## src/rtl/branch_resolver.sv

```systemverilog
// branch_resolver: conditional-branch resolution unit with a flag register,
// a three-state request/evaluate/flush sequencer and a table of 2-bit
// saturating branch predictors.
//
// Ports
//   clk, rst                    clock, synchronous active-high reset
//   flag_we, carry_in,
//   zero_in, sign_in            flag register load
//   br_valid / br_ready         branch request handshake
//   branch                      3-bit condition code
//   pc, offset, reg_target      branch PC, signed PC-relative offset, register target
//   pred_taken                  front-end prediction for this branch
//   lookup_pc / lookup_taken    combinational predictor read
//   res_valid, jump,
//   mispredict, target          one-cycle resolution result
//   link_we, link_addr          return-address write (condition code 010)
//   flush                       pipeline flush pulse after a mispredict
//   flags_q                     flag register {carry, zero, sign}
module branch_resolver #(
  parameter int ADDR_W       = 32,
  parameter int DEPTH        = 16,
  parameter int FLUSH_CYCLES = 2
) (
  input  logic              clk,
  input  logic              rst,
  input  logic              flag_we,
  input  logic              carry_in,
  input  logic              zero_in,
  input  logic              sign_in,
  input  logic              br_valid,
  output logic              br_ready,
  input  logic [2:0]        branch,
  input  logic [ADDR_W-1:0] pc,
  input  logic [ADDR_W-1:0] offset,
  input  logic [ADDR_W-1:0] reg_target,
  input  logic              pred_taken,
  input  logic [ADDR_W-1:0] lookup_pc,
  output logic              lookup_taken,
  output logic              res_valid,
  output logic              jump,
  output logic              mispredict,
  output logic [ADDR_W-1:0] target,
  output logic              link_we,
  output logic [ADDR_W-1:0] link_addr,
  output logic              flush,
  output logic [2:0]        flags_q
);

  localparam int IDX_W = $clog2(DEPTH);
  localparam int CNT_W = (FLUSH_CYCLES > 1) ? $clog2(FLUSH_CYCLES) : 1;

  localparam logic [1:0] ST_IDLE  = 2'd0;
  localparam logic [1:0] ST_EVAL  = 2'd1;
  localparam logic [1:0] ST_FLUSH = 2'd2;

  logic [1:0]        state;
  logic [CNT_W-1:0]  flush_cnt;

  // Branch captured at acceptance; flags include the same-cycle bypass.
  logic [2:0]        cap_code;
  logic [ADDR_W-1:0] cap_pc;
  logic [ADDR_W-1:0] cap_off;
  logic [ADDR_W-1:0] cap_rt;
  logic              cap_pred;
  logic [2:0]        cap_flags;

  logic [1:0]        ctr [DEPTH];

  logic              eval_taken;
  logic              eval_mis;
  logic [ADDR_W-1:0] eval_target;
  logic [IDX_W-1:0]  upd_idx;
  logic [1:0]        upd_cur;

  // Upper address bits do not participate in predictor indexing.
  logic unused_bits;
  assign unused_bits = ^{lookup_pc[ADDR_W-1:IDX_W], cap_pc[ADDR_W-1:IDX_W]};

  assign br_ready     = (state == ST_IDLE);
  assign flush        = (state == ST_FLUSH);
  assign lookup_taken = ctr[lookup_pc[IDX_W-1:0]][1];
  assign upd_idx      = cap_pc[IDX_W-1:0];
  assign upd_cur      = ctr[upd_idx];

  always_comb begin
    eval_taken = 1'b0;
    case (cap_code)
      3'b000: eval_taken = 1'b0;
      3'b001: eval_taken = 1'b1;
      3'b010: eval_taken = 1'b1;
      3'b011: eval_taken = cap_flags[0] && !cap_flags[1];
      3'b100: eval_taken = cap_flags[1];
      3'b101: eval_taken = !cap_flags[1];
      3'b110: eval_taken = cap_flags[2];
      3'b111: eval_taken = !cap_flags[2];
      default: eval_taken = 1'b0;
    endcase
  end

  always_comb begin
    eval_target = cap_pc + cap_off;
    if (cap_code == 3'b001)
      eval_target = cap_rt;
    else if (cap_code == 3'b000)
      eval_target = cap_pc + ADDR_W'(1);
  end

  assign eval_mis = (eval_taken != cap_pred);

  always_ff @(posedge clk) begin
    if (rst) begin
      state      <= ST_IDLE;
      flush_cnt  <= '0;
      flags_q    <= '0;
      cap_code   <= '0;
      cap_pc     <= '0;
      cap_off    <= '0;
      cap_rt     <= '0;
      cap_pred   <= 1'b0;
      cap_flags  <= '0;
      res_valid  <= 1'b0;
      jump       <= 1'b0;
      mispredict <= 1'b0;
      link_we    <= 1'b0;
      target     <= '0;
      link_addr  <= '0;
      for (int unsigned i = 0; i < DEPTH; i++)
        ctr[i] <= 2'b01;
    end else begin
      res_valid  <= 1'b0;
      jump       <= 1'b0;
      mispredict <= 1'b0;
      link_we    <= 1'b0;

      if (flag_we)
        flags_q <= {carry_in, zero_in, sign_in};

      case (state)
        ST_IDLE: begin
          if (br_valid) begin
            cap_code  <= branch;
            cap_pc    <= pc;
            cap_off   <= offset;
            cap_rt    <= reg_target;
            cap_pred  <= pred_taken;
            cap_flags <= flag_we ? {carry_in, zero_in, sign_in} : flags_q;
            state     <= ST_EVAL;
          end
        end
        ST_EVAL: begin
          res_valid  <= 1'b1;
          jump       <= eval_taken;
          mispredict <= eval_mis;
          target     <= eval_target;
          if (cap_code == 3'b010) begin
            link_we   <= 1'b1;
            link_addr <= cap_pc + ADDR_W'(1);
          end
          if (cap_code >= 3'b011) begin
            if (eval_taken)
              ctr[upd_idx] <= (upd_cur == 2'b11) ? upd_cur : upd_cur + 2'b01;
            else
              ctr[upd_idx] <= (upd_cur == 2'b00) ? upd_cur : upd_cur - 2'b01;
          end
          if (eval_mis) begin
            state     <= ST_FLUSH;
            flush_cnt <= CNT_W'(FLUSH_CYCLES - 1);
          end else begin
            state <= ST_IDLE;
          end
        end
        ST_FLUSH: begin
          if (flush_cnt == '0)
            state <= ST_IDLE;
          else
            flush_cnt <= flush_cnt - CNT_W'(1);
        end
        default: state <= ST_IDLE;
      endcase
    end
  end

endmodule

```

## config.mk

```make
export PLATFORM = sky130hd
export DESIGN_NAME = branch_resolver
export DESIGN_NICKNAME = d
export VERILOG_FILES = /design/src/rtl/branch_resolver.sv
export SDC_FILE = /design/constraint.sdc
export NUM_CORES = 1
export LEC_CHECK = 0
export CAP_MARGIN = 5
export CORE_ASPECT_RATIO = 1.1
export CORE_MARGIN = 2
export CORE_UTILIZATION = 50
export DETAILED_ROUTE_END_ITERATION = 10
export PLACE_DENSITY = 0.82
export RECOVER_POWER = 25
export SETUP_SLACK_MARGIN = 0.1
export SYNTH_ARGS = -nofsm -noshare
export SYNTH_HDL_FRONTEND = slang
export SYNTH_SLANG_ARGS = --single-unit
```

## constraint.sdc

```tcl
create_clock -name clk -period 8.9 [get_ports clk]
set_clock_uncertainty 0.15 [all_clocks]
set_input_delay 1.335 -clock clk [delete_from_list [all_inputs] [get_ports clk]]
set_output_delay 1.335 -clock clk [all_outputs]
set_load 0.01 [all_outputs]
```

==> results of run 1 <==
report_power, final:
group | internal [mW] | total (mW) | leakage, nW | switching (mW)
sequential | 1.02 | 1.07 | 1.76 | 0.0459
clock | 0.626 | 1.02 | 0.392 | 0.393
combinational | 0.156 | 0.348 | 2.90 | 0.191
kinds of logic after synthesis:
kind of cell / count (synthesis) / synth area share
xor gates and xnor gates: 58 / 0.0476
muxes: 20 / 0.0353
AOI/OAI and AO/OA: 334 / 0.192
buffers and inverters: 110 / 0.0403
and+or+nand+nor: 516 / 0.210
adders and majority gates: 38 / 0.0449
DFF: 213 / 0.430
worst paths after layout:
check,startpoint,end,slack [ps],depth (start not counted)
setup / recovery,rst,ctr[12][1],2730,4
hold / removal,cap_rt[13],cap_rt[13],310,2
setup reg to reg,state[1],cap_rt[9],3750,5
hold reg to reg,cap_rt[13],cap_rt[13],310,2
routing by layer:
metal,GRT usage,vias to the layer above,routed length [µm],part of all wire
li1,-,4794,-,-
met1,0.343,4594,12800,0.41
met2,0.461,409,15100,0.48
met3,0.0350,72,2260,0.073
met4,0.0994,0,1020,0.033
met5,0,-,0,0
cell usage in the layout (no fill, tap or decap), types with 13 or more instances in the layout:
cell type / count
nand2_1: 284
dfxtp_1: 181
a21oi_1: 157
clkdlybuf4s50_1: 138
nor2_1: 111
dlygate4sd3_1: 45
a211oi_1: 41
ha_1: 35
nand3_1: 32
edfxtp_1: 32
xnor2_1: 31
o21ai_0: 30
xor2_1: 27
a21o_1: 23
clkbuf_16: 23
nand4_1: 20
nor3_1: 17
inv_1: 16
nand2b_1: 16
mux4_2: 14
a22oi_1: 13
critical path, stage by stage:
cell,delay [ps]
clkbuf_1,1200
clkbuf_1,2020
inv_1,1160
o21ai_0,450
state kept, by name (all words and copies together), names as in the netlist, named ones only:
register and count:
cap_off 32, cap_pc 32, cap_rt 32, ctr 32, link_addr 32, target 32, cap_code 3, cap_flags 3
flags_q 3, state 2, cap_pred 1, flush_cnt 1, jump 1, link_we 1, mispredict 1, res_valid 1
cell type report:
| class | instances | area, µm² |
|---|---|---|
| Sequential cell | 213 | 4580 |
| Multi-Input combinational cell | 966 | 5670 |
| Timing Repair Buffer | 195 | 1910 |
| Clock buffer | 26 | 597 |
| Inverter | 18 | 67.6 |
| Fill cell | 1856 | 7770 |
| Clock inverter | 14 | 201 |
| Tap cell | 290 | 363 |
==> results.yml, run 1 <==
run_status:
  outcome: "finished with violations"
  violations: "capacitance limit, slew limit"
sta:
  timing.final.crit_share: 0.693
  fmax_mhz: 162
  tightestPinTransition_ps: 4510
  period_needed_ps: 6170
  finalSetupViolations: 0
  fin_ws_ps: 2730
  relSlewSlack: -2.01
  tns_ps: 0
  hold_viol: 0
  hold-worst-slack_ps: 307
  maxSlewViolCount: 210
  grt_setup_unrepaired: "no"
global_route:
  grtUsageTotal: 0.268
  grt_pass1_vias: 9331
  grt_start_max_net_pins: 107
  grt.overflow.total: 0
  antenna_found_initial: 0
  grt_pass1_wl_um: 48100
drt:
  drcViolationCount: 0
  avgRoutedWirePerCell_um: 18.1
  drt_iter0_markers: 706
  first_pass_iters: 5
  drtAntennaViolNets: 0
  vias: 9869
  routed_wl_um: 31100
  vias_per_cell: 5.73
min_path:
  hold_class: "flop to flop"
synthesis:
  yosys_most_used_dff: "dfxtp_1"
  syn_area_mm2: 0.0107
  yosys_warnings: 0
  synth_top_cell_by_area: "dfxtp_1"
  ys_types: 69
  synth_top_area_frac: 0.340
  syn-num-nets: 1464
  synth_common_cells: "285 x nand2_1, 181 x dfxtp_1, 157 x a21oi_1"
  syn_inst: 1289
  yosysSeqAreaShare: 0.430
  synth.most_common_cell: "nand2_1"
  syn_area_per_cell_um2: 8.28
  ys_top_cells_by_area: "dfxtp_1 34%, nand2_1 10%, edfxtp_1 9.0%"
  ys_ff_latch: 213
  synth_edf_count: 32
  synthArstFlopShare: 0
die:
  rows: 56
  core_mm2: 0.0212
  die-area_mm2: 0.0225
  die_w_um: 143
  start_util: 0.504
  dieHeight_um: 157
  io_pins: 213
placed_design:
  place_area_mm2: 0.0126
  pre_cts_ws_ps: 3950
  gp_congestion: 0.941
  place_hpwl_um: 22200
  dpl.cell_count: 1682
  io_buffers: 184
layout:
  syn2layout_area_growth_pct: 25.5
  utilization: 0.633
  final_cells: 1722
  fin_nets: 1592
  diodes: 0
  fin_area_mm2: 0.0134
  layout-drive-gt1-share: 0.0531
worst_setup_path:
  cp-end-kind: "flop"
  crit_required_ps: 8930
  path_class: "input port to flop"
  cp-start-kind: "input port"
  crit_fanout: 63
  arrival_ps: 6190
cts:
  clk_latency_ps: 510
  ctsHoldBuffers: 0
  cts_buffers: 23
  cts-root-buf: "clkbuf_16"
  clkTransAtPathRegs_ps: 60
  numClockSinks: 213
  postCtsSetupBuffers: 0
  cts_buffer_depth: 3
  cts_tree: "done"
  h-tree-depth: 1
  postCtsResizedCells: 0
pwr:
  finalPower_mw: 2.44
  p_per_area_mw_per_mm2: 182
  ir_drop_mv: 0.117
  total_leakage_power_nw: 5.05
job:
  drv_cap: 3
(Power assumes the default switching activity.)
==> run 2, diff against run 1 <==
==> constraint.sdc (replaced) <==
create_clock -name clk -period 6.4 [get_ports clk]
set_clock_uncertainty 0.15 [all_clocks]
set_input_delay 0.96 -clock clk [delete_from_list [all_inputs] [get_ports clk]]
set_output_delay 0.96 -clock clk [all_outputs]
set_load 0.01 [all_outputs]
==> run 2 against run 1 <==
Effect of this change:
- combinational power up 39%
- the run still ends with capacitance limit, slew limit left
- sequential share of layout area grew 0.25 points
- non-clock buffer count unchanged
- total power up 33%
- first-iteration DRC count rose by 15%
- clock-buffer cell count decreased by 1
- critical path depth stayed put
- via count down 0.58%
- die area is the same
- design area shrank 0.74%
==> results.yml, run 2 (synthesized netlist as in run 1, its figures left out) <==
die:
  core_mm2: 0.0212
  start_util: 0.504
  die_w_um: 143
  dieHeight_um: 157
  io_pins: 213
  rows: 56
  die-area_mm2: 0.0225
drt:
  drt_iter0_markers: 815
  vias_per_cell: 5.70
  drcViolationCount: 0
  drtAntennaViolNets: 0
  vias: 9812
  first_pass_iters: 6
  routed_wl_um: 31000
  avgRoutedWirePerCell_um: 18.0
pwr:
  total_leakage_power_nw: 4.86
  ir_drop_mv: 0.137
  p_per_area_mw_per_mm2: 245
worst_setup_path:
  cp_slowest_stage_delay_ps: 630
  crit_required_ps: 5290
  arrival_ps: 3090
  cp-start-kind: "input port"
  crit_fanout: 4
  path_class: "input port to primary output"
  cp-end-kind: "primary output"
  cp_slowest_cell: "clkdlybuf4s50_1"
  crit_chain: "clkdlybuf4s50_1 -> mux4_2 -> mux4_2 -> clkdlybuf4s50_1"
sta:
  hold_viol: 0
  finalSetupViolations: 0
  hold-worst-slack_ps: 304
  relSlewSlack: -0.185
  period_needed_ps: 4200
  fmax_mhz: 238
  timing.final.crit_share: 0.657
  tightestPinTransition_ps: 1770
  grt_setup_unrepaired: "no"
  maxSlewViolCount: 87
  tns_ps: 0
  fin_ws_ps: 2200
cts:
  postCtsResizedCells: 0
  ctsHoldBuffers: 0
  numClockSinks: 213
  cts_buffer_depth: 3
  cts-root-buf: "clkbuf_16"
  postCtsSetupBuffers: 0
  clk_latency_ps: 520
  clkTransAtPathRegs_ps: 60
  cts_buffers: 23
  cts_tree: "done"
  h-tree-depth: 1
placed_design:
  place_area_mm2: 0.0126
  pre_cts_ws_ps: 2180
  gp_congestion: 0.938
  io_buffers: 184
  place_hpwl_um: 22400
min_path:
  hold_class: "flop to flop"
global_route:
  antenna_found_initial: 0
  grt.overflow.total: 0
  grtUsageTotal: 0.269
  grt_start_max_net_pins: 104
  grt_pass1_wl_um: 48600
  grt_pass1_vias: 9420
layout:
  fin_nets: 1592
  diodes: 0
  layout-drive-gt1-share: 0.0489
  layout_commonest_cell: "nand2_1"
  syn2layout_area_growth_pct: 24.6
  final_cell_mix: "285 x nand2_1, 181 x dfxtp_1, 178 x clkdlybuf4s50_1"
  fin_area_mm2: 0.0133
  nFillCells: 1857
job:
  drv_cap: 2
run_status:
  violations: "capacitance limit, slew limit"
  outcome: "finished with violations"
[run 2: cell type report]
| type | count | area, µm² | area share |
|---|---|---|---|
| Tap cell | 290 | 363 | 0.0273 |
| Multi-Input combinational cell | 966 | 5660 | 0.426 |
| Sequential cell | 213 | 4580 | 0.345 |
| Clock buffer | 25 | 583 | 0.0439 |
| Timing Repair Buffer | 195 | 1900 | 0.143 |
| Clock inverter | 14 | 131 | 0.00989 |
| Inverter | 18 | 67.6 | 0.00508 |
[run 2: final timing paths]
check | slack [ps] | startpoint | endpoint | cells after the start
setup reg to reg | 2610 | state[1] | ctr[3][1] | 7
setup / recovery | 2200 | lookup_pc[0] | lookup_taken | 4
hold / removal | 300 | cap_rt[21] | cap_rt[21] | 2
hold reg to reg | 300 | cap_rt[21] | cap_rt[21] | 2
[run 2: per-layer routing]
layer	global-route usage	up-vias	routed length, µm	part of all wire
li1	-	4787	-	-
met1	0.346	4624	13000	0.42
met2	0.477	349	15400	0.50
met3	0.0383	52	1890	0.061
met4	0.0696	0	649	0.021
met5	0	-	0	0
[run 2: report_power, final]
part	internal (mW)	switching (mW)	leakage (nW)	total [mW]
registers	1.42	0.0594	1.76	1.48
clock network	0.738	0.547	0.344	1.28
logic	0.213	0.272	2.76	0.484
[run 2: per-stage QoR]
step                power (mW)  std cells  utilization
finish                    3.25       1721        0.628
global route              3.37       1721        0.628
CTS                       3.27       1721        0.629
detailed placement        1.99       1682        0.596
global placement          1.98       1682        0.596
floorplan                 1.78       1289            -
[run 2: worst max-delay path, delay by kind of cell]
kind / cells / cell delay, ps
buffers and inverters: 2 / 1120
multiplexers: 2 / 1010
==> run 3, diff against run 2 <==
==> constraint.sdc (replaced) <==
create_clock -name clk -period 4.2 [get_ports clk]
set_clock_uncertainty 0.15 [all_clocks]
set_input_delay 0.63 -clock clk [delete_from_list [all_inputs] [get_ports clk]]
set_output_delay 0.63 -clock clk [all_outputs]
set_load 0.01 [all_outputs]
==> run 3 against run 2 <==
Effect of this change:
- the flow still finishes with violations (capacitance limit, slew limit)
- sequential power increased by 53%
- register-to-register slack worse by 2100 ps
- sequential share of layout area decreased by 0.56 points
- die area is the same
- via count rose by 0.20%
- global-route usage is 0.29 points lower
- design area grew 1.7%
- hold slack better by 6.9 ps
- clock-buffer cell count rose by 3
==> results.yml, run 3 (synthesized netlist as in run 1, its figures left out) <==
run_status:
  violations: "capacitance limit, slew limit"
  outcome: "finished with violations"
global_route:
  grtUsageTotal: 0.267
  grt_pass1_wl_um: 47900
  grt_pass1_vias: 9485
  grt.overflow.total: 0
  grt_start_max_net_pins: 100
  antenna_found_initial: 1
sta:
  tns_ps: 0
  hold_viol: 0
  period_needed_ps: 3650
  fmax_mhz: 274
  timing.final.crit_share: 0.868
  grt_setup_unrepaired: "no"
  finalSetupViolations: 0
  maxSlewViolCount: 159
  relSlewSlack: -0.542
  tightestPinTransition_ps: 2310
drt:
  drcViolationCount: 0
  drtAntennaViolNets: 0
  routed_wl_um: 30800
  drt_iter0_markers: 813
  avgRoutedWirePerCell_um: 17.8
  first_pass_iters: 5
  vias: 9832
  vias_per_cell: 5.69
die:
  start_util: 0.504
  die_w_um: 143
  dieHeight_um: 157
  io_pins: 213
  rows: 56
  die-area_mm2: 0.0225
  core_mm2: 0.0212
worst_setup_path:
  crit_chain: "clkbuf_1 -> a21oi_1 -> nor3_1 -> clkbuf_1 -> and2_1 -> maj3_1 -> nor2_1"
  crit_required_ps: 4260
  cp_slowest_cell: "clkbuf_1"
  cp-end-kind: "flop"
  path_class: "flop to flop"
  cp-start-kind: "flop"
  cp_slowest_stage_delay_ps: 850
  crit_fanout: 23
  arrival_ps: 3710
  cp_common_cell: "clkbuf_1"
placed_design:
  gp_congestion: 0.929
  dpl.cell_count: 1688
  place_hpwl_um: 22400
  io_buffers: 184
pwr:
  p_int_mw: 3.98
  p_sw_frac: 0.251
  pwr-share-comb: 0.140
  clkPwrFrac: 0.435
  finalPower_mw: 5.31
  p_seq_frac: 0.426
  ir_drop_mv: 0.243
  p_per_area_mw_per_mm2: 393
  total_leakage_power_nw: 4.99
  p_sw_mw: 1.33
layout:
  fin_nets: 1598
  layout_commonest_cell: "nand2_1"
  final_cell_mix: "284 x nand2_1, 181 x dfxtp_1, 174 x clkdlybuf4s50_1"
  diodes: 0
  final_cells: 1729
  nFillCells: 1799
  layout-drive-gt1-share: 0.0556
  syn2layout_area_growth_pct: 26.6
job:
  drv_cap: 2
cts:
  clkTransAtPathRegs_ps: 60
  cts_tree: "done"
  postCtsResizedCells: 0
  cts-root-buf: "clkbuf_16"
  postCtsSetupBuffers: 0
  cts_buffer_depth: 3
  h-tree-depth: 1
  clk_latency_ps: 510
  ctsHoldBuffers: 0
  numClockSinks: 213
  cts_buffers: 23
min_path:
  hold_class: "flop to flop"
## run 3: changes by cell type in the layout (fill, tap and decap cells not counted), moves of 2 or more
cell / change
clkinvlp_2: -2
clkbuf_8: +2
clkdlybuf4s50_1: -4
bufinv_16: +4
buf_4: +6
clkbuf_16: +2
clkinv_2: -5
clkbuf_1: -2
dlygate4sd3_1: +4
## run 3: power by group through the flow
stage	Combinational [mW]	Sequential [mW]	Clock [mW]
CTS	0.740	2.26	2.34
global placement	0.720	2.30	0
floorplan	0.437	2.28	0
detailed placement	0.732	2.30	0
finish	0.741	2.26	2.31
global route	0.812	2.27	2.42
## run 3: worst paths after layout
| kind | startpoint | end | slack (ps) | cells past startpoint |
|---|---|---|---|---|
| min | cap_off[19] | cap_off[19] | 310 | 2 |
| min reg2reg | cap_off[19] | cap_off[19] | 310 | 2 |
| max | cap_code[0] | ctr[1][1] | 550 | 7 |
| max reg2reg | cap_code[0] | ctr[1][1] | 550 | 7 |
## run 3: metal layers
metal / part of all wire / vias to the layer above / track usage
li1: - / 4786 / -
met1: 0.41 / 4586 / 0.337
met2: 0.49 / 383 / 0.461
met3: 0.067 / 75 / 0.0377
met4: 0.032 / 2 / 0.101
met5: 0.00039 / - / 0
## run 3: critical path, delay by kind of cell (launching register included)
| kind | cells | cell delay, ps |
|---|---|---|
| fa+ha+maj | 1 | 590 |
| flops | 1 | 360 |
| compound gates | 1 | 150 |
| simple gates | 3 | 570 |
| buf+inv | 2 | 1540 |
## run 3: stage by stage
stage	hold slack (ps)	utilization	setup WS (ps)	area (µm²)
floorplan	286	-	1370	10700
detailed placement	301	0.598	661	12600
global route	331	0.638	331	13500
finish	310	0.638	555	13500
global placement	292	0.598	682	12600
CTS	311	0.639	656	13500
## run 3: final cells by class
cell class | count | area (µm²) | area share
Sequential cell | 213 | 4580 | 0.339
Tap cell | 290 | 363 | 0.0269
Timing Repair Buffer | 201 | 1950 | 0.144
Inverter | 18 | 67.6 | 0.00500
Clock buffer | 28 | 657 | 0.0486
Multi-Input combinational cell | 966 | 5660 | 0.419
Clock inverter | 13 | 225 | 0.0167
==> edit 1, RTL diff (settings of run 2) <==
Change the parameter `FLUSH_CYCLES` from 2 to 4.
--- a/src/rtl/branch_resolver.sv
+++ b/src/rtl/branch_resolver.sv
@@ -21,3 +21,3 @@
   parameter int DEPTH        = 16,
-  parameter int FLUSH_CYCLES = 2
+  parameter int FLUSH_CYCLES = 4
 ) (
Behaviour: not the same (a bounded check fails within 10 cycles, from zero or initial values and one cycle with rst high).
==> edit 1 against run 2 <==
- the flow still finishes with violations (max-capacitance violations, max-slew violations)
- power is 4.2% higher
- register-to-register slack worse by 810 ps
- first-iteration DRC count is 13% higher
- worst setup slack worse by 400 ps
- area after synthesis is 3.1% higher
- synthesized cell count is 3.3% higher
- design area is 2.5% higher
- die area is 3.0% higher
- routed wire length is 1.0% higher
- via count is 3.4% higher
- sequential cell count is 1 higher
==> edit 1: results (changes against run 2) <==
stage,metric,value,unit,change
logic_synthesis,ys_seq_area_share,41.9,%,-1.1 points
routing,wirelength_met1,13100,um,+0.28%
clocking,numCtsBuffers,22,,-4.3%
grt,grt_first_pass_wirelength,49600,um,+2.0%
routing,drtPass1Iterations,7,,+1
hold_path,hold_end,cap_rt[1]$_SDFFE_PP0P_,,
power_and_ir_drop,swShare,27.4,%,+0.44 points
routing,met2_length,14700,um,-4.9%
status,status,finished with violations,,
grt,gr-usage-met2,43.3,%,-4.4 points
sta,hold_ws,307,ps,+3.34 ps
grt,antenna_found_initial,0,,unchanged
routing,routed-wl-met3,2520,um,+33%
worst_setup_path,cp-endpoint,ctr[10][0]$_SDFFCE_PN1P_,,
logic_synthesis,synthTopCellsByCount,"nand2_1 (295), dfxtp_1 (182), a21oi_1 (156)",,
worst_setup_path,r2r_slack,1800,ps,-810 ps
power_and_ir_drop,pg_comb,0.000584,W,+21%
sta,max_freq,217,MHz,-8.6%
flow_run,maxCapViolCount,2,,unchanged
sta,tightest_slew,2560,ps,+792 ps
worst_setup_path,r2r_cells,8,,+1
place,globalplace.congestion,0.927,,-1.1%
hold_path,hold_start,cap_rt[1]$_SDFFE_PP0P_,,
routing,vias,10100,,+3.4%
place,placed_cell_area,0.0129,mm^2,+2.5%
sta,maxSlewViolCount,96,,+10%
status,violations,"max-capacitance violations, max-slew violations",,
logic_synthesis,synth_nets,1510,,+3.1%
worst_setup_path,critPathArrivalTime,4660,ps,+1570 ps
place,place_inst,1725,,+2.6%
clocking,cts_buffer_depth,3,,unchanged
logic_synthesis,yosys.cell_types.count,72,,+4.3%
grt,grt_pass1_vias,9526,,+1.1%
routing,vias_per_cell,5.75,,+0.82%
grt,use_met3,3.47,%,-0.37 points
grt,grt_usage,26.0,%,-0.91 points
logic_synthesis,syn_area_per_cell,8.27,um^2,-0.12%
power_and_ir_drop,total_power,0.00339,W,+4.2%
power_and_ir_drop,power_leakage,5.23,nW,+7.5%
hold_path,hold_depth,2,,unchanged
cells_and_area,final_nets,1638,,+2.9%
worst_setup_path,cp_max_fo,49,,+45
logic_synthesis,yosys-top-cells-area,"dfxtp_1 (33%), nand2_1 (10%), edfxtp_1 (8.7%)",,
cells_and_area,drive_gt1_share,5.42,%,+0.53 points
routing,wl,31300,um,+1.0%
grt,grt_max_degree,91,,-13%
place,hpwl,22700,um,+1.3%
routing,drt_iter0_markers,918,,+13%
logic_synthesis,yosys_warnings,0,,unchanged
place,dp_slack,2140,ps,-39.2 ps
worst_setup_path,crit_start,state[1]$_SDFFE_PP0P_,,
grt,met1_usage,35.0,%,+0.39 points
[edit 1: cell type report]
cell class | count | area (um^2)
flip-flops and latches | 214 | 4600
clock inverters | 9 | 98.8
repair buffers | 192 | 1890
inverters | 23 | 86.3
well taps | 290 | 363
clock buffers | 31 | 626
multi-input cells | 1006 | 5960
fillers | 1848 | 7820
[edit 1: kinds of logic (layout without fill, tap and decap cells)]
group                      Yosys count  after routing  synth area share [%]
DFF                                214            214                  41.9
buffers and inverters              111            255                  4.05
muxes                               21             21                  3.51
and+or+nand+nor                    548            548                  21.9
AOI/OAI and AO/OA                  337            337                  19.2
xor gates and xnor gates            58             58                  4.69
adders and majority gates           42             42                  4.82
[edit 1: worst max-delay path, cell delays in order, from the launching register on]
cell and delay, ps:
dfxtp_1 320, inv_1 80, ha_1 140, clkbuf_1 1660, nand2b_1 420, or3_1 640, nor2b_1 290, maj3_2 460
nand3_1 140
==> edit 2, RTL diff (config.mk and constraints of run 2) <==
Made on the original files. Register the output `flags_q` once more, without a reset; this adds one clock of latency there. The other outputs are not delayed to match.
--- a/src/rtl/branch_resolver.sv
+++ b/src/rtl/branch_resolver.sv
@@ -54,2 +54,4 @@
   localparam logic [1:0] ST_FLUSH = 2'd2;
+
+  logic [2:0] flags_q_s0;
 
@@ -113,3 +115,3 @@
       flush_cnt  <= '0;
-      flags_q    <= '0;
+      flags_q_s0 <= '0;
       cap_code   <= '0;
@@ -135,3 +137,3 @@
       if (flag_we)
-        flags_q <= {carry_in, zero_in, sign_in};
+        flags_q_s0 <= {carry_in, zero_in, sign_in};
 
@@ -145,3 +147,3 @@
             cap_pred  <= pred_taken;
-            cap_flags <= flag_we ? {carry_in, zero_in, sign_in} : flags_q;
+            cap_flags <= flag_we ? {carry_in, zero_in, sign_in} : flags_q_s0;
             state     <= ST_EVAL;
@@ -182,2 +184,6 @@
 
+  always_ff @(posedge clk) begin
+    flags_q <= flags_q_s0;
+  end
+
 endmodule
Check against the original RTL: not equivalent (a bounded check fails within 4 cycles, from zero or initial values and one cycle with rst high).
==> edit 2 against run 2 <==
- the flow still finishes with violations (max-capacitance violations, max-slew violations)
- sequential share of layout area about the same
- hold slack got worse by 100 ps
- design area increased by 1.4%
- power increased by 3.1%
- cell count increased by 0.58%
- utilization increased by 0.69 points
- combinational power increased by 4%
- via count about the same
- area after synthesis increased by 1.1%
- worst setup slack got worse by 170 ps
- maximum frequency decreased by 3.9%
- sequential cell count increased by 3
- routed wire length decreased by 1.1%
- critical endpoint is now cap_off[25]$_SDFFE_PP0P_
- highest routed layer unchanged
==> edit 2: results (changes against run 2) <==
stage,metric,value,unit,change
worst_setup_path,r2r_slack,2500,ps,-110 ps
worst_setup_path,cpLargestDelayFamily,simple AND/OR/NAND/NOR gates,,
power_and_ir_drop,total_power,0.00335,W,+3.1%
logic_synthesis,synthTopCellsByCount,"nand2_1 (278), dfxtp_1 (184), a21oi_1 (142)",,
cells_and_area,sh_seq_area,34.5,%,-0.041 points
place,hpwl,21300,um,-4.9%
cells_and_area,fillCellCount,1781,,-4.1%
power_and_ir_drop,power_leakage,5.03,nW,+3.5%
routing,drt_iter0_markers,707,,-13%
logic_synthesis,yosys-top-cells-area,"dfxtp_1 (34%), nand2_1 (9.7%), edfxtp_1 (8.9%)",,
clocking,clkLatencyLatePin,500,ps,-20 ps
floorplan,die_w,144,um,+0.54%
status,violations,"max-capacitance violations, max-slew violations",,
logic_synthesis,synth.area.mux_share,4.14,%,+0.61 points
status,status,finished with violations,,
cells_and_area,buffers,193,,-1.0%
logic_synthesis,yosys.cell_types.count,74,,+7.2%
sta,maxSlewViolCount,204,,+130%
worst_setup_path,critPathArrivalTime,4640,ps,+1550 ps
clocking,cts-root-buf,clkbuf_16,,
logic_synthesis,synth-seq-cells,216,,+1.4%
grt,grt_usage,26.2,%,-0.72 points
worst_setup_path,critPathMaxStageDelay,2450,ps,+1820 ps
grt,grt_pass1_vias,9298,,-1.3%
routing,drtPass1Iterations,5,,-1
sta,max_freq,229,MHz,-3.9%
logic_synthesis,synth_compound_area_share,17.4,%,-1.9 points
clocking,cts_buffer_depth,3,,unchanged
flow_run,maxCapViolCount,4,,+2
cells_and_area,fin_area,0.0135,mm^2,+1.4%
cells_and_area,multi_input_cells,980,,+1.4%
power_and_ir_drop,ir_drop,0.169,mV,+23%
routing,wl_per_cell,17.7,um,-1.7%
worst_setup_path,r2r_cells,5,,-2
place,globalplace.congestion,0.898,,-4.2%
hold_path,hold_depth,0,,-2
grt,grt_first_pass_wirelength,47500,um,-2.3%
cells_and_area,drive_gt1_share,5.27,%,+0.38 points
cells_and_area,nonClkBufAreaFrac,14.1,%,-0.26 points
worst_setup_path,cpMaxStageDelayCell,nand2_1,,
cells_and_area,multi_input_area,0.00577,mm^2,+2.1%
cells_and_area,inverters,13,,-5
grt,grt_max_degree,107,,+2.9%
routing,vias_per_cell,5.67,,-0.52%
sta,hold_ws,203,ps,-101 ps
logic_synthesis,syn_area_per_cell,8.36,um^2,+0.96%
logic_synthesis,synth_fa_ha_area_share,4.44,%,-0.050 points
cells_and_area,clkbuf_count,30,,+20%
power_and_ir_drop,pwr-share-seq,45.0,%,-0.6 points
worst_setup_path,cp_max_fo,101,,+97
cells_and_area,layout.cells.non_filler,1731,,+0.58%
-- edit 2: cell types whose count changed after synthesis, moves of 6 or more --
cell      delta
nor2_1      +28
a22oi_1     -12
a311oi_1     +6
a21o_1      -10
nand2_1      -7
nor3_1       +9
a21oi_1     -15
a211oi_1     +7
nor3b_1      +6
mux2i_1      +7
nand2b_1    +14
o21ai_1      -6
o221ai_1     -9
clkbuf_1     -6
-- edit 2: path summary, 6_finish.rpt --
check | startpoint | to
worst min-delay path | flags_q_s0[2]$_SDFF_PP0_ | flags_q[2]$_DFF_P_
worst max register to register | state[0]$_SDFFE_PP0P_ | link_addr[26]$_SDFFE_PP0P_
worst min register to register | flags_q_s0[2]$_SDFF_PP0_ | flags_q[2]$_DFF_P_
worst max-delay path | br_valid | cap_off[25]$_SDFFE_PP0P_
-- edit 2: metal layers --
metal	GRT usage, %	wire length [um]
met1	35.4	13200
met2	42.9	14100
met3	3.81	2380
met4	9.48	935
met5	0	0
